<file path="src/rtl/hqm_rf_pg_access_ctl.sv">
// Client access and power-sequencing controller for a power-gated two-port register file.
// Gates client requests on power state and returns fixed-latency read data with same-address write forwarding.
module hqm_rf_pg_access_ctl #(
    parameter int AW      = 5,
    parameter int DW      = 96,
    parameter int RD_LAT  = 1,
    parameter int ISO_DLY = 2,
    parameter int PWR_TO  = 64
) (
    input  logic          clk,
    input  logic          rst_n,
    input  logic          pwr_req,
    output logic          pwr_on,
    output logic          pwr_err,
    input  logic          wr_v,
    output logic          wr_ready,
    input  logic [AW-1:0] wr_addr,
    input  logic [DW-1:0] wr_data,
    input  logic          rd_v,
    output logic          rd_ready,
    input  logic [AW-1:0] rd_addr,
    output logic          rd_resp_v,
    output logic [DW-1:0] rd_resp_data,
    output logic          mem_we,
    output logic [AW-1:0] mem_waddr,
    output logic [DW-1:0] mem_wdata,
    output logic          mem_re,
    output logic [AW-1:0] mem_raddr,
    input  logic [DW-1:0] mem_rdata,
    output logic          pgcb_isol_en,
    output logic          pwr_enable_b_in,
    input  logic          pwr_enable_b_out
);

    localparam int OW    = $clog2(RD_LAT + 2);
    localparam int DLY_W = (ISO_DLY > 1) ? $clog2(ISO_DLY) : 1;
    localparam int TO_W  = $clog2(PWR_TO + 1);

    localparam logic [DLY_W-1:0] DLY_LAST = DLY_W'(ISO_DLY - 1);
    localparam logic [TO_W-1:0]  TO_MAX   = TO_W'(PWR_TO);
    localparam logic [TO_W-1:0]  TO_LAST  = TO_W'(PWR_TO - 1);

    typedef enum logic [2:0] {
        S_OFF, S_UP, S_ISO_REL, S_ON, S_DRAIN, S_ISO_SET, S_DN
    } state_t;

    state_t           state, nxt;
    logic [DLY_W-1:0] dly_cnt;
    logic             dly_done;
    logic [TO_W-1:0]  to_cnt;
    logic             ack_wait_nxt;
    logic [OW-1:0]    out_cnt;
    logic             wr_acc, rd_acc, fwd_hit;

    logic             vld_p  [RD_LAT];
    logic             fwd_p  [RD_LAT];
    logic [DW-1:0]    fdat_p [RD_LAT];

    assign wr_acc    = wr_v & wr_ready;
    assign rd_acc    = rd_v & rd_ready;
    assign fwd_hit   = wr_acc & rd_acc & (wr_addr == rd_addr);
    assign mem_we    = wr_acc;
    assign mem_waddr = wr_acc ? wr_addr : '0;
    assign mem_wdata = wr_acc ? wr_data : '0;
    assign mem_re    = rd_acc;
    assign mem_raddr = rd_acc ? rd_addr : '0;

    assign dly_done     = (dly_cnt == DLY_LAST);
    assign ack_wait_nxt = (nxt == S_UP) || (nxt == S_DN);

    always_comb begin
        nxt             = state;
        pgcb_isol_en    = 1'b1;
        pwr_enable_b_in = 1'b1;
        pwr_on          = 1'b0;
        wr_ready        = 1'b0;
        rd_ready        = 1'b0;
        case (state)
            S_OFF: if (pwr_req) nxt = S_UP;
            S_UP: begin
                pwr_enable_b_in = 1'b0;
                if (!pwr_enable_b_out) nxt = S_ISO_REL;
            end
            S_ISO_REL: begin
                pwr_enable_b_in = 1'b0;
                if (dly_done) nxt = S_ON;
            end
            S_ON: begin
                pwr_enable_b_in = 1'b0;
                pgcb_isol_en    = 1'b0;
                pwr_on          = 1'b1;
                wr_ready        = 1'b1;
                rd_ready        = 1'b1;
                if (!pwr_req) nxt = S_DRAIN;
            end
            // Isolation stays released until every accepted read has responded.
            S_DRAIN: begin
                pwr_enable_b_in = 1'b0;
                pgcb_isol_en    = 1'b0;
                if (out_cnt == '0) nxt = S_ISO_SET;
            end
            S_ISO_SET: begin
                pwr_enable_b_in = 1'b0;
                if (dly_done) nxt = S_DN;
            end
            S_DN: if (pwr_enable_b_out) nxt = S_OFF;
            default: nxt = S_OFF;
        endcase
    end

    always_ff @(posedge clk or negedge rst_n) begin
        if (!rst_n) begin
            state   <= S_OFF;
            dly_cnt <= '0;
            to_cnt  <= '0;
            pwr_err <= 1'b0;
            out_cnt <= '0;
        end else begin
            state <= nxt;
            if (((state == S_ISO_REL) || (state == S_ISO_SET)) && !dly_done)
                dly_cnt <= dly_cnt + DLY_W'(1);
            else
                dly_cnt <= '0;
            // Ack-wait counter saturates; the error is sticky and the FSM keeps waiting.
            if (ack_wait_nxt) begin
                if (to_cnt != TO_MAX) to_cnt <= to_cnt + TO_W'(1);
                if (to_cnt == TO_LAST) pwr_err <= 1'b1;
            end else begin
                to_cnt <= '0;
            end
            case ({rd_acc, rd_resp_v})
                2'b10:   out_cnt <= out_cnt + OW'(1);
                2'b01:   out_cnt <= out_cnt - OW'(1);
                default: out_cnt <= out_cnt;
            endcase
        end
    end

    // Read pipeline: stage 0 captures the accept, last stage lines up with mem_rdata.
    always_ff @(posedge clk or negedge rst_n) begin
        if (!rst_n) begin
            for (int i = 0; i < RD_LAT; i++) begin
                vld_p[i] <= 1'b0;
                fwd_p[i] <= 1'b0;
            end
            rd_resp_v    <= 1'b0;
            rd_resp_data <= '0;
        end else begin
            vld_p[0] <= rd_acc;
            fwd_p[0] <= fwd_hit;
            for (int i = 1; i < RD_LAT; i++) begin
                vld_p[i] <= vld_p[i-1];
                fwd_p[i] <= fwd_p[i-1];
            end
            rd_resp_v <= vld_p[RD_LAT-1];
            if (vld_p[RD_LAT-1])
                rd_resp_data <= fwd_p[RD_LAT-1] ? fdat_p[RD_LAT-1] : mem_rdata;
        end
    end

    always_ff @(posedge clk) begin
        fdat_p[0] <= wr_data;
        for (int i = 1; i < RD_LAT; i++) fdat_p[i] <= fdat_p[i-1];
    end

endmodule

</file>
<file path="config.mk">
export PLATFORM = sky130hd
export DESIGN_NAME = hqm_rf_pg_access_ctl
export DESIGN_NICKNAME = d
export VERILOG_FILES = /design/src/rtl/hqm_rf_pg_access_ctl.sv
export SDC_FILE = /design/constraint.sdc
export NUM_CORES = 1
export LEC_CHECK = 0
export CORE_MARGIN = 5
export CORE_UTILIZATION = 25
export CTS_CLUSTER_SIZE = 16
export DETAILED_ROUTE_END_ITERATION = 10
export GPL_TIMING_DRIVEN = 0
export PLACE_DENSITY = 0.6
export SLEW_MARGIN = 20
export SYNTH_ARGS = -nofsm -noshare
export SYNTH_HDL_FRONTEND = slang
export SYNTH_SLANG_ARGS = --single-unit
</file>
<file path="constraint.sdc">
create_clock -name clk -period 2.7 [get_ports clk]
set_input_delay 0.54 -clock clk [delete_from_list [all_inputs] [get_ports clk]]
set_output_delay 0.54 -clock clk [all_outputs]
set_load 0.01 [all_outputs]
</file>
Yosys cells after proc, flatten, opt, wreduce, memory -nomap -nowiden --
Memories as Yosys holds them, arrays and structs flattened. Index checks and enable logic that the tools add are counted.
Word-level totals: bits of input ports 208, register bits 113, bits in writable memories 96, word-level logic and storage cells 61, memories 1
Cells by class: $add $sub $neg 4, mux-type cells 19, reductions and logical operators 10, bitwise operators 4, eq/ne operators 14
Memory list:
- fdat_p | words 1, bits a word 96, read ports 1, clocked after Yosys merged registers in 0, wr ports 1, line 57 | logic [DW-1:0] fdat_p [RD_LAT];
Operators with widths (count):
- 2-to-1 mux 96 bit | 2
- 2-to-1 mux 3 bit | 7
- case mux 3 bit (7 select lines) | 1
- 2-to-1 mux 7 bit | 2
- == test 3 bit (second input constant) | 4
- 2-to-1 mux 5 bit | 2
- adder 7 x 1 -> 7 bit (second input constant) | 1
- == test 7 x 6 -> 1 bit (second input constant) | 1
- inequality test 7 bit (second input constant) | 1
- == test 3 x 1 -> 1 bit (second input constant) | 2
- == test 3 x 2 -> 1 bit (second input constant) | 2
- == test 5 bit | 1
- OR reduction 5 bit | 1
- AND 1 bit | 4
- 2-to-1 mux 1 bit | 4
- case mux 2 bit (2 select lines) | 1
- zero test 3 bit | 1
- adder 2 x 1 -> 2 bit (second input constant) | 1
- == test 2 x 1 -> 1 bit (second input constant) | 1
- == test 2 bit (second input constant) | 1
- zero test 2 bit | 1
- logical OR 1 bit | 2
- inequality test 2 x 1 -> 1 bit (second input constant) | 1
- AND reduction 2 bit | 1
- other kinds (6) | 6

Depth between registers and ports, before layout --
Gate-level depths: netlist of the first run.
depth in word-level cells 6, mapped depth 7, gate-level depth less buffers 7

Worst setup path after synthesis of the first run --
No wires, ideal clock.
path type in2out, start input wr_v, end output mem_wdata[16], slack 828 ps, buffers on the path 2, required time 2160 ps, data arrival time 1332 ps, stages on the path 4, cells stage by stage nor3b_2 > buf_2 > clkbuf_1 > and2_1
On the way: cells in the longest elaborated chain, start to end 2
Ends and longest elaborated chain:
- start: declaration | line 15 | input logic wr_v,
- AND 1 bit | line 59 | assign wr_acc = wr_v & wr_ready;
- 2-to-1 mux 96 bit | line 64 | assign mem_wdata = wr_acc ? wr_data : '0;
- end: declaration | line 26 | output logic [DW-1:0] mem_wdata,
Every way passes these cells.

Worst setup path after layout of the first run --
start input wr_v, end output mem_wdata[1]
Same word-level chain as after synthesis.

==> run_results.csv, run 1 <==
group,metric,value,unit
status,status,"complete, but fails checks",
status,failed_checks,"setup timing",
timing,clock_skew,12.2,ps
yosys,synth_cell_type_count,38,
finish,nNetsFinal,1404,
global_route,grt_usage,16.3,%
route,drc,0,
route,postRouteAntennaNets,0,
route,routed_wl,30.6,mm
global_route,overflow,0,
yosys,yosysMostFrequentCell,"dfrtp_1",
global_route,grt_pass1_vias,7394,
yosys,yosys_warnings,0,
critical_path,end_kind,"output pin",
finish,nFillCells,3066,
timing,clock.fmax,364,MHz
timing,post-route-period-util,102,%
floorplanning,initial_utilization,25.3,%
timing,setup_viol,2,
cts,clk_path_buf_depth,3,
hold_path,hold_class,"reg -> reg",
finish,area_delta_synth_final,71.3,%
cts,htreeDepth,1,
yosys,syn_area,7970,µm²
floorplanning,dieArea,35600,µm²
route,vias_per_cell,4.33,
cts,clk_pin_slew_worst_paths,60,ps
timing,finalHoldViolCount,0,
global_route,grt_pass1_wl,45.4,mm
timing,slew_headroom,37.1,%
placement,place_ws,-800,ps
yosys,synthFlopType,"dfrtp_1",
route,dr_total_vias,6985,
route,drt-pass1-iter-count,4,
pwr,p_per_area,877,nW/µm²
placement,port_buffers,418,
timing,slew_viol_final,0,
yosys,ys_top_cells_by_area,"dfrtp_1 (35%), dfxtp_1 (24%), mux2i_1 (12%)",
flow_run,drv_cap,0,
timing,worst_pin_slew,943,ps
cts,root_buffer,"clkbuf_16",
cts,cts_num_sinks,209,
timing,period_minus_slack,2750,ps
critical_path,r2r_setup_slack,680,ps
yosys,synth_top_area_cell,"dfrtp_1",
critical_path,start_kind,"input port",
pwr,p_leak,6.15,nW
finish,drive_gt1_share,11.6,%
yosys,syn_area_per_cell,10.9,µm²
timing,layout_setup_ws,-50.2,ps
floorplanning,coreArea,31600,µm²
floorplanning,die-height,189,µm
timing,grt_setup_unrepaired,"yes",
yosys,netlist_instances,732,
yosys,syn_nets,943,
finish,n_antenna_cell,0,
floorplanning,die_x,189,µm
route,drt_iter0_markers,217,
timing,setup_tns,-95.7,ps
global_route,antenna_found_initial,0,
pwr,peakVddDrop,0.436,mV
route,wl_per_cell,19.0,µm
yosys,synth_top_cells_by_count,"dfrtp_1 (113), nor2_1 (102), a21oi_1 (101), and2_1 (101), mux2i_1 (98)",
cts,cts_tree,"built",
cts,cts_buffers,26,
yosys,yosys_register_bits,209,
global_route,grt_max_degree,59,
yosys,synthArstFlopShare,54.1,%
yosys,yosysTopAreaCellShare,35.5,%
placement,dp_hpwl,22.8,mm
yosys,synth_edf_count,0,
critical_path,cp_max_fo,10,
yosys,yosysSeqAreaShare,59.6,%
critical_path,crit_type,"in -> out",
critical_path,worstPathRequired,2160,ps
placement,gp_congestion,0.772,
critical_path,worst_ep_arrival_time,2210,ps
floorplanning,rows,65,
cts,clk_latency,520,ps
floorplanning,io-pin-count,419,
-- cells by family (layout without fill, tap and decap cells) --
family / after synthesis / in the layout / synth area share (%)
AOI/OAI and AO/OA: 111 / 111 / 7.32
xor gates and xnor gates: 13 / 13 / 1.43
adders and majority gates: 3 / 3 / 0.471
buffers and inverters: 52 / 531 / 2.75
DFF: 209 / 209 / 59.6
muxes: 99 / 99 / 12.4
and+or+nand+nor: 245 / 246 / 16.0
-- layer usage --
layer / global-route usage (%) / wire length, µm / up-vias
li1: - / - / 3387
met1: 18.9 / 12400 / 3246
met2: 28.9 / 14900 / 315
met3: 5.78 / 2610 / 37
met4: 3.90 / 711 / 0
met5: 0 / 0 / -
-- placed cells by master, fill, tap and decap left out, types with 2 or more instances in the layout --
master | synthesis | routed
clkbuf_16 | 0 | 29
dfrtp_1 | 113 | 112
nor2_4 | 0 | 2
nand3b_1 | 2 | 2
nor2_1 | 102 | 101
clkdlybuf4s15_2 | 0 | 8
and2_1 | 101 | 98
dlymetal6s2s_1 | 0 | 36
ha_1 | 3 | 3
buf_2 | 13 | 18
clkdlybuf4s50_1 | 0 | 314
mux2i_1 | 98 | 98
dlygate4sd2_1 | 0 | 7
buf_4 | 2 | 11
xnor2_1 | 9 | 9
inv_1 | 4 | 4
xor2_1 | 4 | 4
nand2_1 | 5 | 4
clkbuf_8 | 0 | 7
and2_4 | 0 | 3
buf_6 | 0 | 8
buf_8 | 0 | 4
clkinv_2 | 0 | 2
nand3_1 | 5 | 5
clkbuf_1 | 33 | 34
a21oi_1 | 101 | 101
o21ai_0 | 2 | 2
nand2b_1 | 4 | 4
dfxtp_1 | 96 | 96
nor3_1 | 8 | 8
nor2b_1 | 3 | 3
clkdlybuf4s15_1 | 0 | 6
clkbuf_2 | 0 | 38
and3_1 | 7 | 7
-- timing repair --
action                                 in CTS  in global routing
endpoints found under the hold margin      57                  0
buffers inserted                            6                  5
setup endpoints to repair                 113                 81
gates cloned                                2                  1
hold buffers                                1                  0
resized for setup                         123                152
pin swaps                                   3                  2
-- registers in the layout (all words and copies together) (netlist names) --
signal / count
dly_cnt: 1
to_cnt: 7
rd_resp_v: 1
vld_p: 1
fwd_p: 1
fdat_p: 96
state: 3
rd_resp_data: 96
out_cnt: 2
pwr_err: 1
-- through the flow --
stage	instance area [µm²]	instances	hold WS [ps]	power (W)	utilization [%]
after floorplan	7970	732	244	0.00598	-
after global placement	12700	1552	432	0.00861	40.1
after detailed placement	12700	1553	430	0.00866	40.2
after CTS	13700	1609	443	0.0122	43.3
after global routing	13700	1614	453	0.0127	43.3
final	13700	1614	442	0.0120	43.3
-- cell type report --
type	instances	area, µm²	share of cell area [%]
tap	402	503	3.68
clock inverter	3	18.8	0.137
timing repair buffer	432	4220	30.9
buffer	48	324	2.37
clock buffer	44	790	5.78
sequential	209	4750	34.8
multi-input combinational	472	3040	22.2
inverter	4	15.0	0.110
-- report_power, final --
part	total (W)	switching (W)	leakage, nW	internal (W)
registers	0.00434	0.000449	2.05	0.00389
clock network	0.00328	0.00131	0.395	0.00197
logic	0.00436	0.00204	3.70	0.00232
-- worst paths after layout --
path	startpoint	end	cells after the start
min in group asynchronous	rst_n	rd_resp_data[30]	2
max in group asynchronous	rst_n	state[2]	3
worst max register to register	fwd_p	rd_resp_data[90]	5
worst min register to register	vld_p	rd_resp_v	0
worst max-delay path	wr_v	mem_wdata[1]	6
worst min-delay path	vld_p	rd_resp_v	0
-- worst max-delay path, stage by stage --
cell and delay [ps]:
clkdlybuf4s50_1 470, nor3b_4 200, buf_6 150, buf_6 160
and2_1 140, clkdlybuf4s50_1 540
Note: power is estimated with default switching activity, not from simulation.
==> run 2, diff against run 1 <==
Settings changed: CELL_PAD_IN_SITES_DETAIL_PLACEMENT from default to 1, CELL_PAD_IN_SITES_GLOBAL_PLACEMENT from default to 2, PLACE_DENSITY 0.6 to 0.92.
==> run_results.csv, run 2 (synthesis gave the netlist of run 1 again) <==
group,metric,value,unit
critical_path,critPathSlowestCell,"dfrtp_1",
route,postRouteAntennaNets,0,
global_route,overflow,0,
pwr,clock_power_share,30.1,%
route,vias_per_cell,4.45,
cts,htreeDepth,1,
pwr,peakVddDrop,0.501,mV
pwr,finalPower,0.0125,W
finish,nNetsFinal,1398,
hold_path,hold_path_startpoint,"out_cnt[1]",
hold_path,worstHoldPathCells,1,
global_route,grt_usage,17.7,%
route,drt_iter0_markers,159,
floorplanning,coreArea,31600,µm²
finish,n_antenna_cell,0,
critical_path,start_kind,"register",
critical_path,worstPathCellList,"nand2_2 > nor3b_4 > buf_12 > buf_12 > clkbuf_8 > and2_1 > buf_2",
finish,finalNonFillerCells,1607,
finish,drive_gt1_share,13.4,%
cts,cts_buffers,24,
pwr,p_per_area,919,nW/µm²
timing,post-route-period-util,96.8,%
timing,clock.fmax,383,MHz
placement,place_inst,1553,
pwr,p_comb_share,35.2,%
critical_path,worstPathRequired,2160,ps
route,drt-pass1-iter-count,4,
critical_path,r2r_end,"rd_resp_data[86]",
hold_path,hold_class,"reg -> reg",
critical_path,r2r_setup_slack,670,ps
floorplanning,initial_utilization,25.3,%
cts,clk_latency,520,ps
timing,period_minus_slack,2610,ps
critical_path,cp_num_cells,7,
floorplanning,die-height,189,µm
timing,worst_pin_slew,998,ps
cts,cts_num_sinks,209,
critical_path,critPathMostFrequentCell,"buf_12",
critical_path,cp_max_fo,10,
cts,cts_tree,"built",
pwr,switching_share,31.6,%
pwr,seq_power_share,34.8,%
route,drc,0,
critical_path,worst_ep_arrival_time,2070,ps
critical_path,crit_family,"buffers and inverters",
cts,root_buffer,"clkbuf_16",
finish,fin_util,43.1,%
floorplanning,io-pin-count,419,
cts,clk_path_buf_depth,3,
pwr,p_sw,0.00394,W
global_route,grt_pass1_wl,48.9,mm
timing,clock_skew,17.6,ps
global_route,grt_pass1_vias,8126,
cts,clk_pin_slew_worst_paths,60,ps
critical_path,end_kind,"output pin",
floorplanning,dieArea,35600,µm²
placement,dp_hpwl,24.8,mm
floorplanning,rows,65,
finish,layout_commonest_cell,"clkdlybuf4s50_1",
status,status,"finished clean",
pwr,p_leak,5.71,nW
finish,largestRegisters,"fdat_p (96), rd_resp_data (96), to_cnt (7)",
critical_path,crit_type,"reg -> out",
pwr,intPower,0.00856,W
hold_path,whs_endpoint,"out_cnt[1]",
timing,setup_viol,0,
placement,gp_congestion,0.784,
placement,port_buffers,418,
critical_path,r2r_start,"fwd_p",
critical_path,critPathBufInv,4,
floorplanning,die_x,189,µm
route,wl_per_cell,20.6,µm
global_route,antenna_found_initial,0,
route,dr_total_vias,7149,
flow_run,drv_cap,0,
timing,finalHoldViolCount,0,
route,routed_wl,33.0,mm
finish,area_delta_synth_final,70.7,%
finish,final_cell_mix,"clkdlybuf4s50_1 (311), dfrtp_1 (112), a21oi_1 (101), nor2_1 (101)",
critical_path,slowest_delay,410,ps
timing,slew_headroom,33.4,%
timing,slew_viol_final,0,
global_route,grt_max_degree,60,
critical_path,reg2regPathDepth,5,
run 2: changes by cell type in the layout (fill, tap and decap cells not counted), moves of 3 or more:
cell / delta
clkbuf_1: -12
dlymetal6s2s_1: -33
clkdlybuf4s15_2: +10
clkinv_2: +3
clkbuf_2: +7
dlygate4sd2_1: +24
clkinvlp_4: +3
bufinv_16: +6
clkbuf_16: -3
buf_6: -7
clkdlybuf4s50_1: -3
clkbuf_8: +3
clkdlybuf4s15_1: -3
run 2: metrics by stage:
step	area (µm²)	TNS, ps	hold slack, ps	setup WS, ps
6_report	13600	0	462	87.1
3_3_place_gp	12700	-486440	434	-3790
3_5_place_dp	12700	-62850	441	-922
4_1_cts	13700	-151	453	-17.0
5_1_grt	13600	-33.9	461	-16.8
2_1_floorplan	7970	0	244	828
run 2: cell type report:
class / instances / area, µm²
tap: 402 / 503
inverter: 4 / 15.0
sequential: 209 / 4750
clock inverter: 14 / 228
multi-input combinational: 472 / 3040
fill: 3539 / 18000
buffer: 48 / 324
clock buffer: 30 / 694
timing repair buffer: 428 / 4050
run 2: worst max-delay path by stage:
stage / start / end
5_1_grt: state[0] / mem_wdata[31]
2_1_floorplan: wr_v / mem_wdata[16]
4_1_cts: state[2] / mem_raddr[4]
3_3_place_gp: rst_n / rd_resp_data[38]
3_5_place_dp: wr_v / mem_wdata[40]
6_report: state[0] / mem_wdata[48]
run 2: power groups by stage:
stage | registers [W] | clock network [W] | logic (W)
final | 0.00435 | 0.00376 | 0.00439
after global routing | 0.00446 | 0.00401 | 0.00476
after global placement | 0.00436 | 0 | 0.00424
after detailed placement | 0.00440 | 0 | 0.00434
after floorplan | 0.00462 | 0 | 0.00136
after CTS | 0.00436 | 0.00387 | 0.00445
run 2: routing by layer:
| layer | global-route usage, % | vias to the layer above | share of wire (%) |
|---|---|---|---|
| met5 | 0 | - | 0 |
| met4 | 4.04 | 0 | 2.2 |
| met3 | 6.09 | 43 | 7.9 |
| met2 | 32.0 | 305 | 50 |
| met1 | 20.0 | 3439 | 40 |
| li1 | - | 3362 | - |
run 2: repair_timing:
action / in CTS / in global routing
gates resized for setup: 209 / 92
pin swaps: 2 / 1
endpoints found under the hold margin: 13 / 0
cloned: 1 / 1
setup endpoints to repair: 113 / 66
setup buffers: 4 / 3
hold buffers: 1 / 0
